[src/rtl/invaders_pkg.sv]
// Shared constants for the invaders game blocks: screen geometry, default
// alien formation geometry and the bullet-pool controller state encoding.
package invaders_pkg;

  localparam int SCREEN_H      = 480;
  localparam int OFFSCREEN_ROW = 500;

  localparam int DEF_ALIEN_W = 30;
  localparam int DEF_ALIEN_H = 20;
  localparam int DEF_SPACE_W = 10;
  localparam int DEF_SPACE_H = 10;

  // Controller states: wait for a tick, advance all bullets, scan one slot per cycle
  typedef logic [1:0] pool_state_t;
  localparam pool_state_t ST_IDLE = 2'd0;
  localparam pool_state_t ST_MOVE = 2'd1;
  localparam pool_state_t ST_SCAN = 2'd2;

  // Index width that stays legal for single-entry ranges
  function automatic int idx_width(input int n);
    return (n > 1) ? $clog2(n) : 1;
  endfunction

endpackage

[src/rtl/bullet_hit_calc.sv]
// Combinational bullet-vs-formation test. Finds the grid cell under the
// bullet with unrolled constant compares (no divider) and reports whether
// the bullet lies inside that alien's body rather than in a gap.
module bullet_hit_calc
  import invaders_pkg::*;
#(
  parameter int GRID_COLS = 10,
  parameter int GRID_ROWS = 5,
  parameter int ALIEN_W   = DEF_ALIEN_W,
  parameter int ALIEN_H   = DEF_ALIEN_H,
  parameter int SPACE_W   = DEF_SPACE_W,
  parameter int SPACE_H   = DEF_SPACE_H,
  parameter int ROW_W     = 9,
  parameter int COL_W     = 10,
  parameter int IDX_W     = 6
) (
  input  logic [ROW_W-1:0] row,
  input  logic [COL_W-1:0] col,
  input  logic [ROW_W-1:0] aliens_row,
  input  logic [COL_W-1:0] aliens_col,
  output logic             hit_candidate,
  output logic [IDX_W-1:0] cell_index
);

  localparam int PITCH_W = ALIEN_W + SPACE_W;
  localparam int PITCH_H = ALIEN_H + SPACE_H;

  logic [COL_W-1:0] dx_s;
  logic [COL_W-1:0] dy_s;
  logic [COL_W-1:0] base_x_s;
  logic [COL_W-1:0] base_y_s;
  logic [COL_W-1:0] off_x_s;
  logic [COL_W-1:0] off_y_s;
  int               c_s;
  int               r_s;

  // Locate the cell: thresholds are monotonic, so the last passing compare wins
  always_comb begin
    dx_s     = col - aliens_col;
    dy_s     = COL_W'(row) - COL_W'(aliens_row);
    c_s      = 0;
    r_s      = 0;
    base_x_s = '0;
    base_y_s = '0;
    for (int k = 1; k < GRID_COLS; k++) begin
      c_s      = (dx_s >= COL_W'(k * PITCH_W)) ? k : c_s;
      base_x_s = (dx_s >= COL_W'(k * PITCH_W)) ? COL_W'(k * PITCH_W) : base_x_s;
    end
    for (int k = 1; k < GRID_ROWS; k++) begin
      r_s      = (dy_s >= COL_W'(k * PITCH_H)) ? k : r_s;
      base_y_s = (dy_s >= COL_W'(k * PITCH_H)) ? COL_W'(k * PITCH_H) : base_y_s;
    end
    off_x_s       = dx_s - base_x_s;
    off_y_s       = dy_s - base_y_s;
    cell_index    = IDX_W'(r_s * GRID_COLS + c_s);
    hit_candidate = (col >= aliens_col) && (row >= aliens_row) &&
                    (off_x_s < COL_W'(ALIEN_W)) && (off_y_s < COL_W'(ALIEN_H)) &&
                    (dx_s < COL_W'(GRID_COLS * PITCH_W)) &&
                    (dy_s < COL_W'(GRID_ROWS * PITCH_H));
  end

endmodule

[src/rtl/bullet_pool.sv]
// Multi-slot player bullet manager. Spawns bullets on fire requests with a
// cooldown, advances them once per Move_Tick and scans one slot per cycle
// against the alien alive-grid, which this block owns.
// Optional: define BULLET_POOL_SCORE_EN to add a saturating 16-bit Score output.
module bullet_pool
  import invaders_pkg::*;
#(
  parameter int NUM_BULLETS   = 4,
  parameter int GRID_COLS     = 10,
  parameter int GRID_ROWS     = 5,
  parameter int ALIEN_W       = DEF_ALIEN_W,
  parameter int ALIEN_H       = DEF_ALIEN_H,
  parameter int SPACE_W       = DEF_SPACE_W,
  parameter int SPACE_H       = DEF_SPACE_H,
  parameter int BULLET_STEP   = 10,
  parameter int FIRE_COOLDOWN = 8,
  parameter int ROW_W         = 9,
  parameter int COL_W         = 10
) (
  input  logic                              Clk,
  input  logic                              Reset,
  input  logic                              Move_Tick,
  input  logic                              Bullet_Fired,
  input  logic [ROW_W-1:0]                  Aliens_Row,
  input  logic [COL_W-1:0]                  Aliens_Col,
  input  logic [ROW_W-1:0]                  Player_Row,
  input  logic [COL_W-1:0]                  Player_Col,
  output logic [NUM_BULLETS*ROW_W-1:0]      Bullet_Row,
  output logic [NUM_BULLETS*COL_W-1:0]      Bullet_Col,
  output logic [NUM_BULLETS-1:0]            Bullet_Active,
  output logic [GRID_COLS*GRID_ROWS-1:0]    Aliens_Grid,
  output logic                              Hit_Pulse,
  output logic [$clog2(GRID_COLS*GRID_ROWS)-1:0] Hit_Index,
  output logic                              Aliens_Defeated,
  output logic                              Busy
`ifdef BULLET_POOL_SCORE_EN
  ,
  output logic [15:0]                       Score
`endif
);

  localparam int NCELLS = GRID_COLS * GRID_ROWS;
  localparam int IDX_W  = $clog2(NCELLS);
  localparam int SLOT_W = idx_width(NUM_BULLETS);
  localparam int COOL_W = idx_width(FIRE_COOLDOWN + 1);
  localparam logic [ROW_W-1:0] OFF_ROW = ROW_W'(OFFSCREEN_ROW);

  pool_state_t          state_r;
  logic [SLOT_W-1:0]    slot_r;
  logic [COOL_W-1:0]    cooldown_r;
  logic                 pending_r;
  logic [NCELLS-1:0]    grid_r;
  logic [NUM_BULLETS-1:0] active_r;
  logic [ROW_W-1:0]     row_r [NUM_BULLETS];
  logic [COL_W-1:0]     col_r [NUM_BULLETS];
  logic                 hit_pulse_r;
  logic [IDX_W-1:0]     hit_index_r;

  logic                 free_found_s;
  logic [SLOT_W-1:0]    free_idx_s;
  logic                 hit_s;
  logic [IDX_W-1:0]     cell_s;
  logic                 kill_s;

  bullet_hit_calc #(
    .GRID_COLS (GRID_COLS),
    .GRID_ROWS (GRID_ROWS),
    .ALIEN_W   (ALIEN_W),
    .ALIEN_H   (ALIEN_H),
    .SPACE_W   (SPACE_W),
    .SPACE_H   (SPACE_H),
    .ROW_W     (ROW_W),
    .COL_W     (COL_W),
    .IDX_W     (IDX_W)
  ) u_hit_calc (
    .row           (row_r[slot_r]),
    .col           (col_r[slot_r]),
    .aliens_row    (Aliens_Row),
    .aliens_col    (Aliens_Col),
    .hit_candidate (hit_s),
    .cell_index    (cell_s)
  );

  // Lowest-index free slot: walk downwards so the lowest free slot is written last
  always_comb begin
    free_found_s = 1'b0;
    free_idx_s   = '0;
    for (int i = NUM_BULLETS - 1; i >= 0; i--) begin
      free_idx_s   = active_r[i] ? free_idx_s : SLOT_W'(i);
      free_found_s = free_found_s | ~active_r[i];
    end
  end

  // A kill needs the scanned slot live, inside an alien body, and that alien still alive
  always_comb begin
    kill_s = (state_r == ST_SCAN) && active_r[slot_r] && hit_s && grid_r[cell_s];
  end

  // Controller: spawn in IDLE, advance in MOVE, per-slot collision in SCAN
  always_ff @(posedge Clk) begin
    if (Reset) begin
      state_r     <= ST_IDLE;
      slot_r      <= '0;
      cooldown_r  <= '0;
      pending_r   <= 1'b0;
      grid_r      <= '1;
      active_r    <= '0;
      hit_pulse_r <= 1'b0;
      hit_index_r <= '0;
      for (int i = 0; i < NUM_BULLETS; i++) begin
        row_r[i] <= OFF_ROW;
        col_r[i] <= '0;
      end
    end else begin
      hit_pulse_r <= 1'b0;
      if (Bullet_Fired) begin
        pending_r <= 1'b1;
      end
      case (state_r)
        ST_IDLE: begin
          if (pending_r) begin
            // Request is consumed either way; a blocked fire is dropped, not queued
            pending_r <= Bullet_Fired;
            if ((cooldown_r == '0) && free_found_s) begin
              active_r[free_idx_s] <= 1'b1;
              row_r[free_idx_s]    <= Player_Row;
              col_r[free_idx_s]    <= Player_Col;
              cooldown_r           <= COOL_W'(FIRE_COOLDOWN);
            end
          end
          if (Move_Tick) begin
            state_r <= ST_MOVE;
          end
        end
        ST_MOVE: begin
          if (cooldown_r != '0) begin
            cooldown_r <= cooldown_r - COOL_W'(1);
          end
          for (int i = 0; i < NUM_BULLETS; i++) begin
            if (active_r[i]) begin
              if (row_r[i] >= ROW_W'(BULLET_STEP)) begin
                row_r[i] <= row_r[i] - ROW_W'(BULLET_STEP);
              end else begin
                active_r[i] <= 1'b0;
                row_r[i]    <= OFF_ROW;
              end
            end
          end
          slot_r  <= '0;
          state_r <= ST_SCAN;
        end
        ST_SCAN: begin
          if (kill_s) begin
            grid_r[cell_s]   <= 1'b0;
            active_r[slot_r] <= 1'b0;
            row_r[slot_r]    <= OFF_ROW;
            hit_pulse_r      <= 1'b1;
            hit_index_r      <= cell_s;
          end
          if (slot_r == SLOT_W'(NUM_BULLETS - 1)) begin
            state_r <= ST_IDLE;
          end else begin
            slot_r <= slot_r + SLOT_W'(1);
          end
        end
        default: begin
          state_r <= ST_IDLE;
        end
      endcase
    end
  end

`ifdef BULLET_POOL_SCORE_EN
  logic [15:0] score_r;

  // Score counts kills, holding at full scale
  always_ff @(posedge Clk) begin
    if (Reset) begin
      score_r <= 16'd0;
    end else if (kill_s && (score_r != 16'hFFFF)) begin
      score_r <= score_r + 16'd1;
    end
  end

  assign Score = score_r;
`endif

  for (genvar g = 0; g < NUM_BULLETS; g++) begin : g_pack
    assign Bullet_Row[g*ROW_W +: ROW_W] = row_r[g];
    assign Bullet_Col[g*COL_W +: COL_W] = col_r[g];
  end

  assign Bullet_Active   = active_r;
  assign Aliens_Grid     = grid_r;
  assign Hit_Pulse       = hit_pulse_r;
  assign Hit_Index       = hit_index_r;
  assign Aliens_Defeated = (grid_r == '0);
  assign Busy            = (state_r != ST_IDLE);

endmodule
[config.mk]
export PLATFORM = sky130hd
export DESIGN_NAME = bullet_pool
export DESIGN_NICKNAME = d
export VERILOG_FILES = /design/src/rtl/invaders_pkg.sv /design/src/rtl/bullet_hit_calc.sv /design/src/rtl/bullet_pool.sv
export SDC_FILE = /design/constraint.sdc
export NUM_CORES = 1
export LEC_CHECK = 0
export ABC_AREA = 1
export CAP_MARGIN = 0
export CORE_UTILIZATION = 50
export DETAILED_ROUTE_END_ITERATION = 12
export PLACE_DENSITY = 0.81
export SKIP_LAST_GASP = 1
export SYNTH_ARGS = -nofsm -noshare
export SYNTH_HDL_FRONTEND = slang
export SYNTH_SLANG_ARGS = --single-unit
[constraint.sdc]
create_clock -name Clk -period 8.4 [get_ports Clk]
set_clock_uncertainty 0.2 [all_clocks]
set_input_delay 1.68 -clock Clk [delete_from_list [all_inputs] [get_ports Clk]]
set_output_delay 1.68 -clock Clk [all_outputs]
set_load 0.02 [all_outputs]
==> impl_metrics.py, run 1 <==
metrics = {
    "detailed_routing": {
        "route.detailed.drc": 0,
        "first_pass_iters": 6,
        "dr_total_vias": 10930,
        "wirelength_mm": 32.19,
        "wl_per_cell_um": 16.76,
        "final_antenna_net_count": 0,
        "drtIter0Drc": 1216,
        "via_per_inst": 5.688,
    },
    "setup_path": {
        "cp_slowest_cell": "clkdlybuf4s50_1",
        "crit_family": "simple AND/OR/NAND/NOR gates",
        "cp.arrival_ps": 7370,
        "crit_path_frequent_cell": "nand3_1",
        "end_kind": "flop",
        "crit_buf_inv": 4,
        "start_kind": "primary input",
        "r2r_slack_ps": 1120,
        "cp.required_ps": 8290,
        "path_class": "in -> reg",
        "crit_fanout": 24,
        "critPathMaxStageDelay_ps": 420,
    },
    "global_route": {
        "antenna_found_initial": 0,
        "grt_use_met1_pct": 39.53,
        "grt_usage_pct": 30.20,
        "met3_usage_pct": 5.266,
        "met2_usage_pct": 49.57,
        "grt_start_max_net_pins": 68,
        "grt_pass1_wl_mm": 51.29,
        "grt-ovfl-total": 0,
        "busiest_layer": "met2",
        "grt_pass1_vias": 10130,
    },
    "placed_design": {
        "place_hpwl_mm": 23.79,
        "port-buffer-count": 180,
        "gp_congestion": 0.9868,
        "placed_area_um2": 12400,
    },
    "sta": {
        "min_period_over_period_pct": 89.03,
        "post-route-min-period_ps": 7479,
        "tightest_slew_ps": 914.3,
        "rsz0062_at_grt": "false",
        "slew_headroom_pct": 38.90,
        "maxClockFrequency_mhz": 133.7,
        "tns_ps": 0,
        "maxSlewViolCount": 0,
        "hold_violations": 0,
        "setup_viol": 0,
    },
    "job": {
        "maxCapViolCount": 0,
    },
    "floorplan": {
        "rows": 52,
        "die-height_um": 146.0,
        "dieArea_um2": 21320,
        "pin_count": 181,
        "core_um2": 20300,
        "initial_core_util_pct": 51.08,
        "die_w_um": 146.0,
    },
    "synth": {
        "yosysSeqAreaShare_pct": 35.91,
        "yosysUniqueCellTypes": 52,
        "synth_area_um2": 10370,
        "synth.ff_latch_count": 148,
        "syn_avg_cell_area_um2": 7.044,
        "synth_nets": 1565,
        "synth_top_area_share_pct": 22.01,
        "synth_edf_count": 76,
        "synthArstFlopShare_pct": 0,
        "synth_cells": 1472,
        "synth_area_leaders": "edfxtp_1 22%, dfxtp_1 14%, nand2_1 11%",
        "yosysWarningCount": 0,
        "yosys.area.top_type": "edfxtp_1",
        "synth_flop_cell": "edfxtp_1",
    },
    "clock_network": {
        "cts_setup_buffers": 0,
        "worst_skew_pair.late_latency_ps": 430,
        "cts_buffers": 17,
        "clk_pin_slew_ps": 60,
        "clock_path_buffers": 2,
        "cts_root_buffer": "clkbuf_16",
        "postCtsHoldBufs": 0,
        "cts_sinks": 148,
        "tritoncts": "built",
        "cts.htree.levels": 4,
        "cts-resized-gates": 0,
    },
    "power_and_ir_drop": {
        "p_per_area_nw_per_um2": 345.7,
        "ir_worst_vdd_mv": 0.3026,
        "power.leakage_nw": 5.829,
    },
    "cells_and_area": {
        "drive_gt1_share_pct": 5.815,
        "antenna_cells": 0,
        "syn_to_final_growth_pct": 25.15,
        "mostFrequentLayoutCell": "nand2_1",
        "multi_input_area_um2": 5654,
        "final_cell_mix": "306 x nand2_1, 189 x inv_1, 180 x clkdlybuf4s50_1",
        "fill_cells": 1787,
        "layout.nets": 1731,
        "fin_area_um2": 12980,
        "seqCellArea_um2": 3724,
    },
    "status": {
        "run_status": "complete, no violations",
    },
    "worst_hold_path": {
        "hold_path_class": "reg -> reg",
    },
}
-- cell families (layout without fill, tap and decap cells) --
group / Yosys count / in the layout / share of synthesized area (%)
flops: 148 / 148 / 35.91
buf+inv: 250 / 429 / 9.557
simple gates: 767 / 767 / 33.44
compound gates: 229 / 229 / 12.22
xor+xnor: 27 / 27 / 2.353
fa+ha+maj: 51 / 51 / 6.516
-- synthesized netlist by cell type (all sizes together) (17+ instances only) --
cell    count
xnor2      19
clkbuf     35
nor2      179
ha         46
edfxtp     76
nor3       76
inv       197
nand4      50
nand2     321
o21ai      67
dfxtp      72
nand3     102
nor4       17
a21oi     121
-- final timing paths --
kind,depth (start not counted),from,to
setup / recovery,34,Aliens_Col[0],row_r[0][1]
hold / removal,2,cooldown_r[1],cooldown_r[1]
setup reg to reg,35,flop,row_r[0][1]
hold reg to reg,2,cooldown_r[1],cooldown_r[1]
-- where the power goes --
part           total [W]  leakage (nW)  internal [W]  switching, W
sequential      0.000873          1.29      0.000817     0.0000555
clock           0.000755         0.262      0.000437      0.000317
combinational    0.00286          4.28      0.000853       0.00201
-- metal layers --
metal,part of all wire [%],up-vias
met5,0,-
met4,3.1,0
met3,9.3,93
met2,47,573
met1,41,5004
li1,-,5256
-- worst register-to-register path: cells and delay by family, from the launching register on --
family	cells	cell delay (ps)
simple gates	23	3010
fa+ha+maj	4	1220
compound gates	3	920
buf+inv	4	730
flops	1	670
xor+xnor	1	190
-- sequential cells by signal, summed over array words and instances, names as in the netlist, named ones only --
| signal | cells |
|---|---|
| Aliens_Grid | 50 |
| Bullet_Active | 4 |
| Hit_Index | 6 |
| Hit_Pulse | 1 |
| col_r | 40 |
| cooldown_r | 4 |
| pending_r | 1 |
| row_r | 36 |
| slot_r | 2 |
| state_r | 2 |
-- metrics by stage --
stage / utilization (%) / std cells / setup WS (ps) / total power, W / hold slack, ps
floorplan: - / 1472 / 1545 / 0.002926 / 247.5
detailed placement: 61.06 / 1889 / 585.6 / 0.003630 / 274.6
global route: 63.92 / 1921 / 377.8 / 0.004806 / 312.5
finish: 63.92 / 1921 / 921.2 / 0.004486 / 282.7
CTS: 63.92 / 1921 / 1015 / 0.004403 / 283.8
global placement: 61.06 / 1889 / 761.3 / 0.003584 / 262.8
-- final cells by class --
type | instances | area share [%]
inverters | 200 | 5.785
clock buffers | 17 | 3.278
flip-flops and latches | 148 | 28.70
well taps | 270 | 2.603
clock inverters | 15 | 1.196
repair buffers | 197 | 14.87
multi-input cells | 1074 | 43.57
Note: power is estimated with default switching activity, not from simulation.
==> inputs of run 2 (changes only) <==
--- a/config.mk
+++ b/config.mk
@@ -7,9 +7,12 @@
 export LEC_CHECK = 0
 export ABC_AREA = 1
 export CAP_MARGIN = 0
+export CORE_ASPECT_RATIO = 1.25
 export CORE_UTILIZATION = 50
+export CTS_CLUSTER_SIZE = 40
 export DETAILED_ROUTE_END_ITERATION = 12
 export PLACE_DENSITY = 0.81
+export SKIP_CTS_REPAIR_TIMING = 1
 export SKIP_LAST_GASP = 1
 export SYNTH_ARGS = -nofsm -noshare
 export SYNTH_HDL_FRONTEND = slang
==> impl_metrics.py, run 2 (synthesis gave the netlist of run 1 again) <==
metrics = {
    "global_route": {
        "busiest_layer": "met2",
        "grt_start_max_net_pins": 68,
        "antenna_found_initial": 0,
        "met2_usage_pct": 51.20,
        "met3_usage_pct": 4.862,
        "grt_use_met1_pct": 38.44,
        "grt-ovfl-total": 0,
        "grt_pass1_vias": 10080,
        "grt_usage_pct": 30.67,
        "grt_pass1_wl_mm": 50.35,
    },
    "sta": {
        "setup_viol": 0,
        "tightest_slew_ps": 857.6,
        "min_period_over_period_pct": 92.19,
        "maxSlewViolCount": 0,
        "maxClockFrequency_mhz": 129.1,
        "tns_ps": 0,
        "slew_headroom_pct": 42.69,
        "rsz0062_at_grt": "false",
        "post-route-min-period_ps": 7744,
        "hold_violations": 0,
    },
    "detailed_routing": {
        "drtIter0Drc": 999,
        "route.detailed.drc": 0,
        "wirelength_mm": 32.42,
        "first_pass_iters": 6,
        "wl_per_cell_um": 16.87,
        "via_per_inst": 5.707,
        "final_antenna_net_count": 0,
        "dr_total_vias": 10970,
    },
    "setup_path": {
        "r2r-end": "row_r[2][5]",
        "start_kind": "flop",
        "end_kind": "flop",
        "path_class": "reg -> reg",
        "cp.required_ps": 8390,
        "crit_path_frequent_cell": "inv_1",
        "crit_fanout": 47,
        "r2r_cells": 31,
        "r2r_slack_ps": 660,
        "critPathMaxStageDelay_ps": 670,
        "cp.arrival_ps": 7730,
        "cp_slowest_cell": "dfxtp_1",
    },
    "floorplan": {
        "rows": 58,
        "dieArea_um2": 21320,
        "pin_count": 181,
        "initial_core_util_pct": 51.21,
        "die-height_um": 163,
        "die_w_um": 130.8,
        "core_um2": 20250,
    },
    "power_and_ir_drop": {
        "p_per_area_nw_per_um2": 345.0,
        "power.leakage_nw": 5.835,
        "ir_worst_vdd_mv": 0.3537,
    },
    "clock_network": {
        "clock_path_buffers": 2,
        "cts_sinks": 148,
        "worst_skew_pair.late_latency_ps": 440,
        "clk_pin_slew_ps": 70,
        "cts.htree.levels": 4,
        "tritoncts": "built",
        "cts_buffers": 17,
        "cts_root_buffer": "clkbuf_16",
    },
    "placed_design": {
        "place_hpwl_mm": 24.19,
        "placed_area_um2": 12400,
        "gp_congestion": 0.9303,
        "dp_cells": 1890,
        "port-buffer-count": 180,
    },
    "cells_and_area": {
        "drive_gt1_share_pct": 5.932,
        "antenna_cells": 0,
        "syn_to_final_growth_pct": 25.10,
        "mostFrequentLayoutCell": "nand2_1",
        "layout.nets": 1732,
        "final_cell_mix": "306 x nand2_1, 189 x inv_1, 180 x clkdlybuf4s50_1",
        "fin_area_um2": 12970,
        "largest_reg_flops": 50,
        "final_cells": 1922,
    },
    "worst_hold_path": {
        "min-delay-start": "cooldown_r[1]",
        "whs_path_depth": 2,
        "min_to": "cooldown_r[1]",
        "hold_path_class": "reg -> reg",
    },
    "status": {
        "run_status": "complete, no violations",
    },
    "job": {
        "maxCapViolCount": 0,
    },
}
run 2: cell types whose count changed in the layout (fill, tap and decap cells not counted), sizes merged:
cell	delta
inv	+4
bufinv	-2
clkinvlp	-2
buf	+1
run 2: report_power, final:
| part | total [W] | internal, W | switching [W] |
|---|---|---|---|
| Sequential | 0.000869 | 0.000817 | 0.0000519 |
| Clock | 0.000738 | 0.000390 | 0.000348 |
| Combinational | 0.00287 | 0.000874 | 0.00199 |
| Total | 0.00448 | 0.00208 | 0.00239 |
run 2: worst max-delay path by stage:
stage	from	end	slack, ps	depth (start not counted)
finish	flop	row_r[2][5]	660	31
global route	flop	row_r[3][4]	210	38
floorplan	Aliens_Col[0]	row_r[1][1]	1550	36
global placement	Aliens_Col[3]	row_r[2][5]	350	31
detailed placement	Aliens_Col[4]	row_r[2][5]	320	32
CTS	flop	row_r[2][5]	740	31
run 2: area by class of cell:
| type | instances | area (µm²) |
|---|---|---|
| clock buffers | 17 | 425.4 |
| clock inverters | 15 | 142.6 |
| fillers | 1782 | 7276 |
| inverters | 200 | 750.7 |
| multi-input cells | 1074 | 5654 |
| flip-flops and latches | 148 | 3724 |
| well taps | 270 | 337.8 |
| repair buffers | 198 | 1937 |
run 2: stage by stage:
step	util (%)	total power (W)	setup WS (ps)	hold WS (ps)
detailed placement	61.26	0.003670	319.9	276.0
global placement	61.26	0.003626	351.8	265.7
CTS	64.07	0.004419	738.3	284.6
floorplan	-	0.002926	1545	247.5
finish	64.07	0.004476	655.9	291.7
global route	64.07	0.004801	212.9	322.2
run 2: worst max-delay path: cells and delay by family (launching register included):
family                     cells  cell delay, ps
AOI/OAI and AO/OA              3            1110
adders and majority gates      4            1480
buffers and inverters          8            2070
DFF                            1             670
and+or+nand+nor               16            1940
run 2: layer usage:
metal	routed length [µm]	share of wire, %	vias up
li1	-	-	5277
met1	13010	40	5082
met2	15720	49	527
met3	2582	8.0	83
met4	1101	3.4	0
met5	0	0	-
